===== src/rtl/cb_branch_pkg.sv =====
// Shared definitions for the clocked four-phase branch (fork) stage:
// FSM state encodings, branch select constants and the dest-ack mux.
package cb_branch_pkg;

   localparam logic BR_A = 1'b0;
   localparam logic BR_B = 1'b1;

   typedef logic [0:0] in_state_t;
   localparam in_state_t I_IDLE = 1'b0;
   localparam in_state_t I_ACK  = 1'b1;

   typedef logic [1:0] out_state_t;
   localparam out_state_t O_IDLE = 2'b00;
   localparam out_state_t O_REQ  = 2'b01;
   localparam out_state_t O_RTZ  = 2'b10;

   function automatic logic ack_of(input logic dest, input logic ack_a, input logic ack_b);
      return (dest == BR_B) ? ack_b : ack_a;
   endfunction

endpackage


===== src/rtl/cb_out_hs.sv =====
// Four-phase output handshake: one request steered to branch a or b.
// The destination is latched on request so a new capture during RTZ cannot disturb it.
module cb_out_hs
   import cb_branch_pkg::*;
(
   input  logic clk,
   input  logic rst_n,
   input  logic start,
   input  logic dest,
   input  logic ack_a,
   input  logic ack_b,
   output logic send_a,
   output logic send_b,
   output logic done
);

   out_state_t state_r;
   out_state_t state_next_s;
   logic       dest_r;
   logic       dest_next_s;
   logic       ack_sel_s;
   logic       send_a_r;
   logic       send_b_r;
   logic       done_s;

   assign ack_sel_s = ack_of(dest_r, ack_a, ack_b);

   // Next-state decode; done marks the acknowledge that empties the token register.
   always_comb begin
      state_next_s = state_r;
      dest_next_s  = dest_r;
      done_s       = 1'b0;
      case (state_r)
         O_IDLE: begin
            if (start) begin
               state_next_s = O_REQ;
               dest_next_s  = dest;
            end else begin
               state_next_s = O_IDLE;
            end
         end
         O_REQ: begin
            if (ack_sel_s) begin
               state_next_s = O_RTZ;
               done_s       = 1'b1;
            end else begin
               state_next_s = O_REQ;
            end
         end
         O_RTZ: begin
            if (!ack_sel_s) begin
               state_next_s = O_IDLE;
            end else begin
               state_next_s = O_RTZ;
            end
         end
         default: begin
            state_next_s = O_IDLE;
         end
      endcase
   end

   // State, latched destination and registered requests.
   always_ff @(posedge clk or negedge rst_n) begin
      if (!rst_n) begin
         state_r  <= O_IDLE;
         dest_r   <= BR_A;
         send_a_r <= 1'b0;
         send_b_r <= 1'b0;
      end else begin
         state_r  <= state_next_s;
         dest_r   <= dest_next_s;
         send_a_r <= (state_next_s == O_REQ) && (dest_next_s == BR_A);
         send_b_r <= (state_next_s == O_REQ) && (dest_next_s == BR_B);
      end
   end

   assign send_a = send_a_r;
   assign send_b = send_b_r;
   assign done   = done_s;

endmodule


===== src/rtl/cb_branch.sv =====
// Clocked four-phase branch stage: one input channel, token steered to a or b
// by its routing bit, single-entry buffer between input and output handshakes.
module cb_branch
   import cb_branch_pkg::*;
#(
   parameter int DW      = 16,
   parameter int SEL_BIT = DW - 1
)(
   input  logic          CP,
   input  logic          MR_n,
   input  logic          Send_in,
   input  logic [DW-1:0] Data_in,
   output logic          Ack_out,
   output logic          Send_out_a,
   input  logic          Ack_in_a,
   output logic          Send_out_b,
   input  logic          Ack_in_b,
   output logic [DW-1:0] Data_out,
   output logic          CP_a,
   output logic          CP_b
);

   in_state_t     in_state_r;
   in_state_t     in_next_s;
   logic          capture_s;
   logic          full_r;
   logic          dest_r;
   logic [DW-1:0] data_r;
   logic          cp_a_r;
   logic          cp_b_r;
   logic          done_s;

   // Input FSM decode; capture looks at the registered full flag only.
   always_comb begin
      in_next_s = in_state_r;
      capture_s = 1'b0;
      case (in_state_r)
         I_IDLE: begin
            if (Send_in && !full_r) begin
               in_next_s = I_ACK;
               capture_s = 1'b1;
            end else begin
               in_next_s = I_IDLE;
            end
         end
         I_ACK: begin
            if (!Send_in) begin
               in_next_s = I_IDLE;
            end else begin
               in_next_s = I_ACK;
            end
         end
         default: begin
            in_next_s = I_IDLE;
         end
      endcase
   end

   // Token register, full flag and capture pulses.
   always_ff @(posedge CP or negedge MR_n) begin
      if (!MR_n) begin
         in_state_r <= I_IDLE;
         full_r     <= 1'b0;
         dest_r     <= BR_A;
         data_r     <= {DW{1'b0}};
         cp_a_r     <= 1'b0;
         cp_b_r     <= 1'b0;
      end else begin
         in_state_r <= in_next_s;
         cp_a_r     <= capture_s && (Data_in[SEL_BIT] == BR_A);
         cp_b_r     <= capture_s && (Data_in[SEL_BIT] == BR_B);
         if (capture_s) begin
            data_r <= Data_in;
            dest_r <= Data_in[SEL_BIT];
            full_r <= 1'b1;
         end else if (done_s) begin
            full_r <= 1'b0;
         end
      end
   end

   cb_out_hs u_out_hs (
      .clk    (CP),
      .rst_n  (MR_n),
      .start  (full_r),
      .dest   (dest_r),
      .ack_a  (Ack_in_a),
      .ack_b  (Ack_in_b),
      .send_a (Send_out_a),
      .send_b (Send_out_b),
      .done   (done_s)
   );

   assign Ack_out  = (in_state_r == I_ACK);
   assign Data_out = data_r;
   assign CP_a     = cp_a_r;
   assign CP_b     = cp_b_r;

endmodule


===== config.mk =====
export PLATFORM = sky130hd
export DESIGN_NAME = cb_branch
export DESIGN_NICKNAME = d
export VERILOG_FILES = /design/src/rtl/cb_branch_pkg.sv /design/src/rtl/cb_out_hs.sv /design/src/rtl/cb_branch.sv
export SDC_FILE = /design/constraint.sdc
export NUM_CORES = 1
export LEC_CHECK = 0
export CELL_PAD_IN_SITES_DETAIL_PLACEMENT = 0
export CELL_PAD_IN_SITES_GLOBAL_PLACEMENT = 1
export CORE_AREA = 2 2 59 61
export DETAILED_ROUTE_END_ITERATION = 16
export DIE_AREA = 0 0 61 63
export PLACE_DENSITY = 0.86
export SLEW_MARGIN = 0
export SYNTH_ARGS = -nofsm -noshare
export SYNTH_HDL_FRONTEND = slang
export SYNTH_SLANG_ARGS = --single-unit

===== constraint.sdc =====
create_clock -name CP -period 1.7 [get_ports CP]
set_input_delay 0.34 -clock CP [delete_from_list [all_inputs] [get_ports CP]]
set_output_delay 0.34 -clock CP [all_outputs]
set_load 0.005 [all_outputs]

# Yosys cells after proc, flatten, opt, wreduce, memory -nomap -nowiden
# Cells that the tools add are included.
# W data, S select, Z words.
[word_totals] mem_bits_rw=0 elab_cells=39 mem_bits_ro=0 latchBits=0 n_memories=0 register_bits=26 output_inout_bits=21 input_bits=21
[op_classes] n_mul=0 div_mod_pow=0 n_reduce_logical=8 n_eq_ne=3 order_cmp=0 bitwise=3 n_shift=0 n_addsub=0 muxes=15
[op_table] cell="$mux W1" count=11
[op_table] cell="$pmux W2 S3" count=1
[op_table] cell="$logic_and A1 B1 Y1" count=5
[op_table] cell="$eq A2 B1 Y1 const B" count=2
[op_table] cell="$mux W2" count=2
[op_table] cell="$not A1 Y1" count=3
[op_table] cell="$eq A2 B2 Y1 const B" count=1
[op_table] cell="$logic_not A2 Y1" count=1
[op_table] cell="$pmux W1 S2" count=1
[op_table] cell="$reduce_bool A2 Y1" count=1
[op_table] cell="$logic_not A1 Y1" count=1

# Depth between registers and ports, before layout
# Gate-level depths: netlist (run 1).
[depth] ltp_word=5 ltp_mapped=4 depth_no_buf=2

# Cells and area by module
# From an unflattened synthesis (run 1), not the netlist that was laid out.
[hier_totals] cells_unflattened=66 area_unflattened_um2=1037.2
[by_module_without_submodules] mod="cb_branch" area_each_um2=794.5 seq_area_each_um2=500.5 cells_per_inst=46 n_inst=1
[by_module_without_submodules] mod="cb_out_hs" area_each_um2=242.7 seq_area_each_um2=125.1 cells_per_inst=20 n_inst=1

# Worst setup path after synthesis (run 1)
# Ideal clock, no wire load.
[synth_path] kind="reg-to-reg" startpoint="reg full_r" endpoint="reg data_r[10], in the netlist Data_out[10]" path_slack_ns=0.373 t_arrival_ns=1.202 t_required_ns=1.575 period_less_slack_ns=1.327 setup_time_ns=0.125 n_path_buf=2 stages_incl_launch_ff=5 cell_sequence="dfrtp_1 > nor3b_2 > buf_4 > buf_6 > mux2_4"
[synth_via] elab_chain_cells=4
[synth_lines] item="from (decl)" line_no="cb_branch.sv:26" rtl="logic full_r;"
[synth_lines] item="from (signal assigned)" line_no="cb_branch.sv:63" rtl="full_r <= 1'b0;"
[synth_lines] item="from (signal assigned)" line_no="cb_branch.sv:75" rtl="full_r <= 1'b1;"
[synth_lines] item="from (signal assigned)" line_no="cb_branch.sv:77" rtl="full_r <= 1'b0;"
[synth_lines] item="$logic_not A1 Y1" line_no="cb_branch.sv:39" rtl="if (Send_in && !full_r) begin"
[synth_lines] item="$logic_and A1 B1 Y1" line_no="cb_branch.sv:39"
[synth_lines] item="$mux W1" line_no="cb_branch.sv:39"
[synth_lines] item="$mux W1" line_no="cb_branch.sv:37" rtl="case (in_state_r)"
[synth_lines] item="to (signal assigned)" line_no="cb_branch.sv:65" rtl="data_r <= {DW{1'b0}};"
[synth_lines] item="to (signal assigned)" line_no="cb_branch.sv:73" rtl="data_r <= Data_in;"
[synth_lines] item="to (decl)" line_no="cb_branch.sv:28" rtl="logic [DW-1:0] data_r;"
# No other way between the ends.
# A chain may end at the register's enable or synchronous reset.

# Worst setup path after layout (run 1)
[layout_path] startpoint="reg in_state_r, in the netlist Ack_out" endpoint="out Ack_out"
[layout_lines] item="from (decl)" line_no="cb_branch.sv:23" rtl="in_state_t in_state_r;"
[layout_lines] item="from (signal assigned)" line_no="cb_branch.sv:69" rtl="in_state_r <= in_next_s;"
[layout_lines] item="to (decl)" line_no="cb_branch.sv:13" rtl="output logic Ack_out,"
# No word-level cell between the ends.

==> results of run 1 <==
==> repair_timing <==
item                                   CTS  global route
resized for setup                        0             1
setup endpoints to repair                0             1
endpoints found under the hold margin    0             0
==> how the worst max path moves through the flow <==
stage | startpoint | to | depth (start not counted)
4_1_cts | Data_out[15] | Data_out[15] | 1
2_1_floorplan | full_r | Data_out[10] | 4
5_1_grt | Ack_out | Ack_out | 1
3_5_place_dp | Send_in | Data_out[2] | 4
3_3_place_gp | Send_in | Data_out[2] | 4
6_report | Ack_out | Ack_out | 1
==> power breakdown <==
group	switching (mW)	internal, mW	total [mW]	leakage, nW
sequential	0.196	0.867	1.06	0.303
combinational	0.279	0.785	1.06	0.324
clock	0.177	0.0897	0.267	0.0139
total	0.652	1.74	2.39	0.640
==> synth_stat cells <==
cell / n
a2bb2oi_1: 1
inv_1: 1
a21oi_1: 2
and3b_2: 1
nor3b_2: 1
o21ai_0: 1
and2_1: 1
mux2_2: 9
nor2b_1: 2
dfrtp_1: 25
a21boi_0: 2
nand3b_1: 2
mux2_4: 9
buf_6: 1
nand2b_1: 2
or3b_1: 3
buf_4: 2
==> registers in the layout, summed over array words and instances (netlist names) <==
signal and count:
Data_out 16, u_out_hs.state_r 2, Ack_out 1, CP_a 1, CP_b 1, full_r 1, u_out_hs.dest_r 1, u_out_hs.send_a 1
u_out_hs.send_b 1
==> layout make-up <==
| cell class | instances | area, µm² |
|---|---|---|
| clock buffers | 3 | 22.5 |
| clock inverters | 1 | 7.51 |
| fillers | 293 | 1700 |
| inverters | 1 | 3.75 |
| multi-input cells | 36 | 377 |
| flip-flops and latches | 25 | 627 |
| well taps | 46 | 57.6 |
| repair buffers | 44 | 433 |
==> stage by stage <==
stage	hold slack (ns)	util (%)	power (mW)	area (µm²)
final	0.358	47.3	2.39	1530
after detailed placement	0.491	46.3	2.15	1500
after floorplan	0.0444	-	1.57	1030
after global routing	0.396	47.3	2.55	1530
after CTS	0.360	47.2	2.43	1530
after global placement	0.488	46.3	2.12	1500
==> routing by layer <==
metal  routed length, µm  global-route usage (%)  vias to the layer above
met4                  27                    5.71                        0
met3                 111                    2.07                        2
met5                   0                       0                        -
li1                    -                       -                      314
met1                 840                    13.4                      321
met2                 863                    15.9                       30
==> worst register-to-register path: stages (launching register included) <==
cell and delay [ns]:
dfrtp_1 0.49, nor3b_4 0.24, buf_4 0.23, mux2_4 0.32
==> logic make-up after synthesis <==
family          Yosys count  share of synthesized area [%]
buf+inv                   4                           2.93
mux                      18                           23.0
compound gates            6                           3.78
flops                    25                           61.0
simple gates             12                           9.27
==> results.yml, run 1 <==
setup_path:
  reg2reg_to: "Data_out[9]"
  critPathKind: "reg -> out"
  crit_fanout: 4
  cp_cell_sequence: "clkdlybuf4s50_1"
  slowest_delay_ns: 0.54
  critical_path_required_ns: 1.36
  start_kind: "flop"
  endpoint_kind: "output pin"
  cp_top_family: "buffers and inverters"
  critPathBufInv: 1
  worstRegToRegCells: 3
  cp_slowest_cell: "clkdlybuf4s50_1"
  ff2ff_setup_slack_ns: 0.32
  crit_arrival_ns: 1.30
  reg2reg_from: "full_r"
clock_network:
  clock_latency_ns: 0.31
  numCtsBuffers: 3
  cts_tree: "yes"
  htree_levels: 1
  root_buffer: "clkbuf_4"
  postCtsHoldBufs: 0
  post_cts_buffers: 0
  cts_sinks: 25
  clk_pin_slew_worst_paths_ns: 0.14
  clockBufferDepth: 2
timing:
  max_slew_margin_pct: 79.4
  fmax_mhz: 610
  hold_violations: 0
  drv_slew: 0
  rsz0062_at_grt: "false"
  setup_violations: 0
  finalClockSkew_ns: 0.00880
  setup_ws_ns: 0.0603
  post-route-period-util_pct: 96.5
  fin_setup_tns_ns: 0
  worst_slew_pin_slew_ns: 0.310
  fin_crit_ns: 1.64
yosys:
  synth_area_leader_cell: "dfrtp_1"
  ys_warn_count: 0
  ys_seq_elements: 25
  synth_cell_types: 17
  synth_area_leaders: "dfrtp_1 (61%), mux2_4 (13%), mux2_2 (9.9%)"
  syn_area_um2: 1030
  post-synth-top-area-fraction_pct: 61.0
  synth_fp_nets: 86
  ys_seq_area_share_pct: 61.0
  netlist_instances: 65
  synth_area_per_cell_um2: 15.8
placed_design:
  place_inst: 152
  dp_hpwl_um: 1340
  pre_cts_ws_ns: -0.0407
  globalplace.congestion: 0.616
  portBuffers: 41
floorplanning:
  start_util_pct: 31.7
  dieArea_um2: 3840
  core_um2: 3230
  placementRows: 21
  die-height_um: 63
  io_pins: 42
  die_x_um: 61
route:
  vias_per_cell: 4.28
  postRouteWirelength_um: 1840
  drtAntennaViolNets: 0
  drt-initial-drc-count: 4
  wire_per_inst_um: 11.8
  first_pass_iters: 2
  vias: 667
  drc_errors: 0
cells_and_area:
  final_common_cell: "clkdlybuf4s50_1"
  area_delta_synth_final_pct: 48.9
  fin_nets: 132
  instances_no_fill: 156
  drive_above_1_share_pct: 25.5
  diodes: 0
  final_cell_mix: "clkdlybuf4s50_1 (41), dfrtp_1 (24), mux2_2 (9), mux2_4 (9)"
hold_path:
  hold_path_class: "in -> async"
grt:
  grt_max_degree: 26
  antenna_found_initial: 0
  grt_pass1_vias: 708
  grt_pass1_wl_um: 2990
  gr-total-overflow: 0
  grtUsageTotal_pct: 10.4
power_and_ir_drop:
  p_per_area_nw_per_um2: 1570
  power.leakage_nw: 0.640
  ir_drop_mv: 0.692
run_status:
  status: "complete, no violations"
job:
  drv_cap: 0
No activity file was read; power rests on OpenSTA's default activity.
==> run 2, diff against run 1 <==
--- a/config.mk
+++ b/config.mk
@@ -7,11 +7,12 @@
 export LEC_CHECK = 0
 export CELL_PAD_IN_SITES_DETAIL_PLACEMENT = 0
 export CELL_PAD_IN_SITES_GLOBAL_PLACEMENT = 1
-export CORE_AREA = 2 2 59 61
+export CORE_AREA = 2 2 60 62
 export DETAILED_ROUTE_END_ITERATION = 16
-export DIE_AREA = 0 0 61 63
-export PLACE_DENSITY = 0.86
+export DIE_AREA = 0 0 62 64
+export PLACE_DENSITY = 0.84
 export SLEW_MARGIN = 0
 export SYNTH_ARGS = -nofsm -noshare
 export SYNTH_HDL_FRONTEND = slang
+export SYNTH_HIERARCHICAL = 1
 export SYNTH_SLANG_ARGS = --single-unit
==> run 2 against run 1 <==
Non-clock buffer count unchanged. Worst hold slack improved by 0.0025 ns. Global-route usage up 0.21 points. Sequential cell count unchanged. Sequential share of layout area about the same. Power grew 1.5%. Largest cell class unchanged. Highest routed layer unchanged.
==> results.yml, run 2 <==
route:
  vias: 661
  drc_errors: 0
  drtAntennaViolNets: 0
  vias_per_cell: 4.21
  postRouteWirelength_um: 1860
  first_pass_iters: 2
  drt-initial-drc-count: 10
  wire_per_inst_um: 11.9
cells_and_area:
  final_common_cell: "clkdlybuf4s50_1"
  largest_reg_flops: 15
  final_cell_mix: "clkdlybuf4s50_1 (41), dfrtp_1 (25), mux2_2 (10), mux2_4 (8)"
  drive_above_1_share_pct: 25.2
  fill_cells: 322
  instances_no_fill: 157
  fin_nets: 133
  utilization_pct: 46.4
  stdcell_area_um2: 1530
  area_delta_synth_final_pct: 47.0
  diodes: 0
placed_design:
  place_area_um2: 1500
  place_inst: 153
  portBuffers: 41
  globalplace.congestion: 0.685
power_and_ir_drop:
  p_per_area_nw_per_um2: 1590
  power.leakage_nw: 0.643
  ir_drop_mv: 0.661
yosys:
  ys_seq_elements: 25
  synthAdderAreaFrac_pct: 0
  synth_compound_area_share_pct: 3.50
  syn_area_um2: 1040
  post-synth-top-area-fraction_pct: 60.3
  synth_area_per_cell_um2: 15.7
  synth_top_cells_by_count: "dfrtp_1 (25), mux2_2 (10), mux2_4 (8)"
  synth_edf_count: 0
  synth_cell_types: 21
  synth_area_leader_cell: "dfrtp_1"
  synth_fp_nets: 87
  synth_top_flop_cell: "dfrtp_1"
  synth_area_leaders: "dfrtp_1 (60%), mux2_4 (12%), mux2_2 (11%)"
  yosysMostFrequentCell: "dfrtp_1"
  yosys.area_share.simple_pct: 8.32
  ys_warn_count: 6
  synth_top_family_by_area: "multiplexers"
  ys_async_sr_fraction_pct: 100
  synthMuxAreaShare_pct: 23.4
  netlist_instances: 66
  ys_seq_area_share_pct: 60.3
  synth_xor_xnor_area_share_pct: 0
timing:
  worst_slew_pin_slew_ns: 0.298
  setup_violations: 0
  fmax_mhz: 616
  fin_crit_ns: 1.62
  hold_violations: 0
  max_slew_margin_pct: 80.2
  whs_ns: 0.361
  post-route-period-util_pct: 95.5
  finalClockSkew_ns: 0.000869
  rsz0062_at_grt: "false"
  drv_slew: 0
  fin_setup_tns_ns: 0
grt:
  grtUsageTotal_pct: 10.6
  grt.busiest_layer: "met2"
  grt_pass1_wl_um: 3070
  gr-total-overflow: 0
  use_met2_pct: 17.6
  grt_max_degree: 26
  met3_usage_pct: 1.62
  grt_pass1_vias: 694
  antenna_found_initial: 0
  met1_usage_pct: 12.2
setup_path:
  crit_arrival_ns: 1.28
  cp_cell_sequence: "clkdlybuf4s50_1"
  critical_path_required_ns: 1.36
  start_kind: "flop"
  critPathKind: "reg -> out"
  endpoint_kind: "output pin"
  cp.depth: 1
  slowest_delay_ns: 0.53
  critPathBufInv: 1
  cp_slowest_cell: "clkdlybuf4s50_1"
  crit_fanout: 5
  worstRegToRegCells: 3
  cp_top_family: "buffers and inverters"
floorplanning:
  io_pins: 42
  die_x_um: 62
  die-height_um: 64
  placementRows: 21
  dieArea_um2: 3970
  start_util_pct: 31.6
  core_um2: 3280
clock_network:
  numCtsBuffers: 3
  postCtsHoldBufs: 0
  clock_latency_ns: 0.31
  cts_sinks: 25
  clk_pin_slew_worst_paths_ns: 0.13
  root_buffer: "clkbuf_4"
  cts_tree: "yes"
  htree_levels: 1
  clockBufferDepth: 2
  post_cts_buffers: 0
  cts-resized-gates: 0
hold_path:
  hold_path_class: "in -> async"
job:
  drv_cap: 0
run_status:
  status: "complete, no violations"
==> run 2: worst paths after layout <==
check	from	endpoint	slack, ns
min in group CP	u_out_hs/state_r[1]	u_out_hs/send_a	0.51
min reg2reg	u_out_hs/state_r[1]	u_out_hs/send_a	0.51
min	MR_n	CP_a	0.36
max in group asynchronous	MR_n	u_out_hs/dest_r	1.11
max	dest_r	Data_out[15]	0.08
max reg2reg	full_r	Data_out[11]	0.34
==> run 2: cell type report <==
class | count | area (µm²) | area share (%)
Multi-Input combinational cell | 36 | 372 | 24.4
Sequential cell | 25 | 626 | 41.0
Timing Repair Buffer | 44 | 433 | 28.4
Clock inverter | 1 | 7.51 | 0.492
Clock buffer | 3 | 22.5 | 1.48
Inverter | 2 | 7.51 | 0.492
Tap cell | 46 | 57.6 | 3.77
==> run 2: layer usage <==
layer  vias to the layer above  share of wire (%)
met2                        29                 49
li1                        315                  -
met3                         2                6.9
met1                       315                 43
met5                         -                  0
met4                         0                1.4
==> run 2: kinds of logic (layout without fill, tap and decap cells) <==
kind of cell / Yosys count / in the layout
DFF: 25 / 25
and+or+nand+nor: 11 / 11
AOI/OAI and AO/OA: 6 / 6
buffers and inverters: 5 / 50
muxes: 19 / 19
==> run 2: per-stage QoR <==
stage	worst slack, ns	total power [mW]
2_1_floorplan	0.402	1.62
3_3_place_gp	0.0202	2.16
6_report	0.0761	2.43
3_5_place_dp	0.000736	2.19
4_1_cts	0.0508	2.46
5_1_grt	0.0161	2.61
==> run 2: report_power, final <==
group,total (mW),internal [mW],switching (mW)
Clock,0.263,0.0896,0.173
Sequential,1.07,0.867,0.206
Combinational,1.09,0.800,0.295
==> run 3, diff against run 2 <==
--- a/config.mk
+++ b/config.mk
@@ -11,6 +11,7 @@
 export DETAILED_ROUTE_END_ITERATION = 16
 export DIE_AREA = 0 0 62 64
 export PLACE_DENSITY = 0.84
+export SKIP_CTS_REPAIR_TIMING = 1
 export SLEW_MARGIN = 0
 export SYNTH_ARGS = -nofsm -noshare
 export SYNTH_HDL_FRONTEND = slang
==> results of run 3 <==
No change in the layout: final DEF, timing and power equal those of run 2.
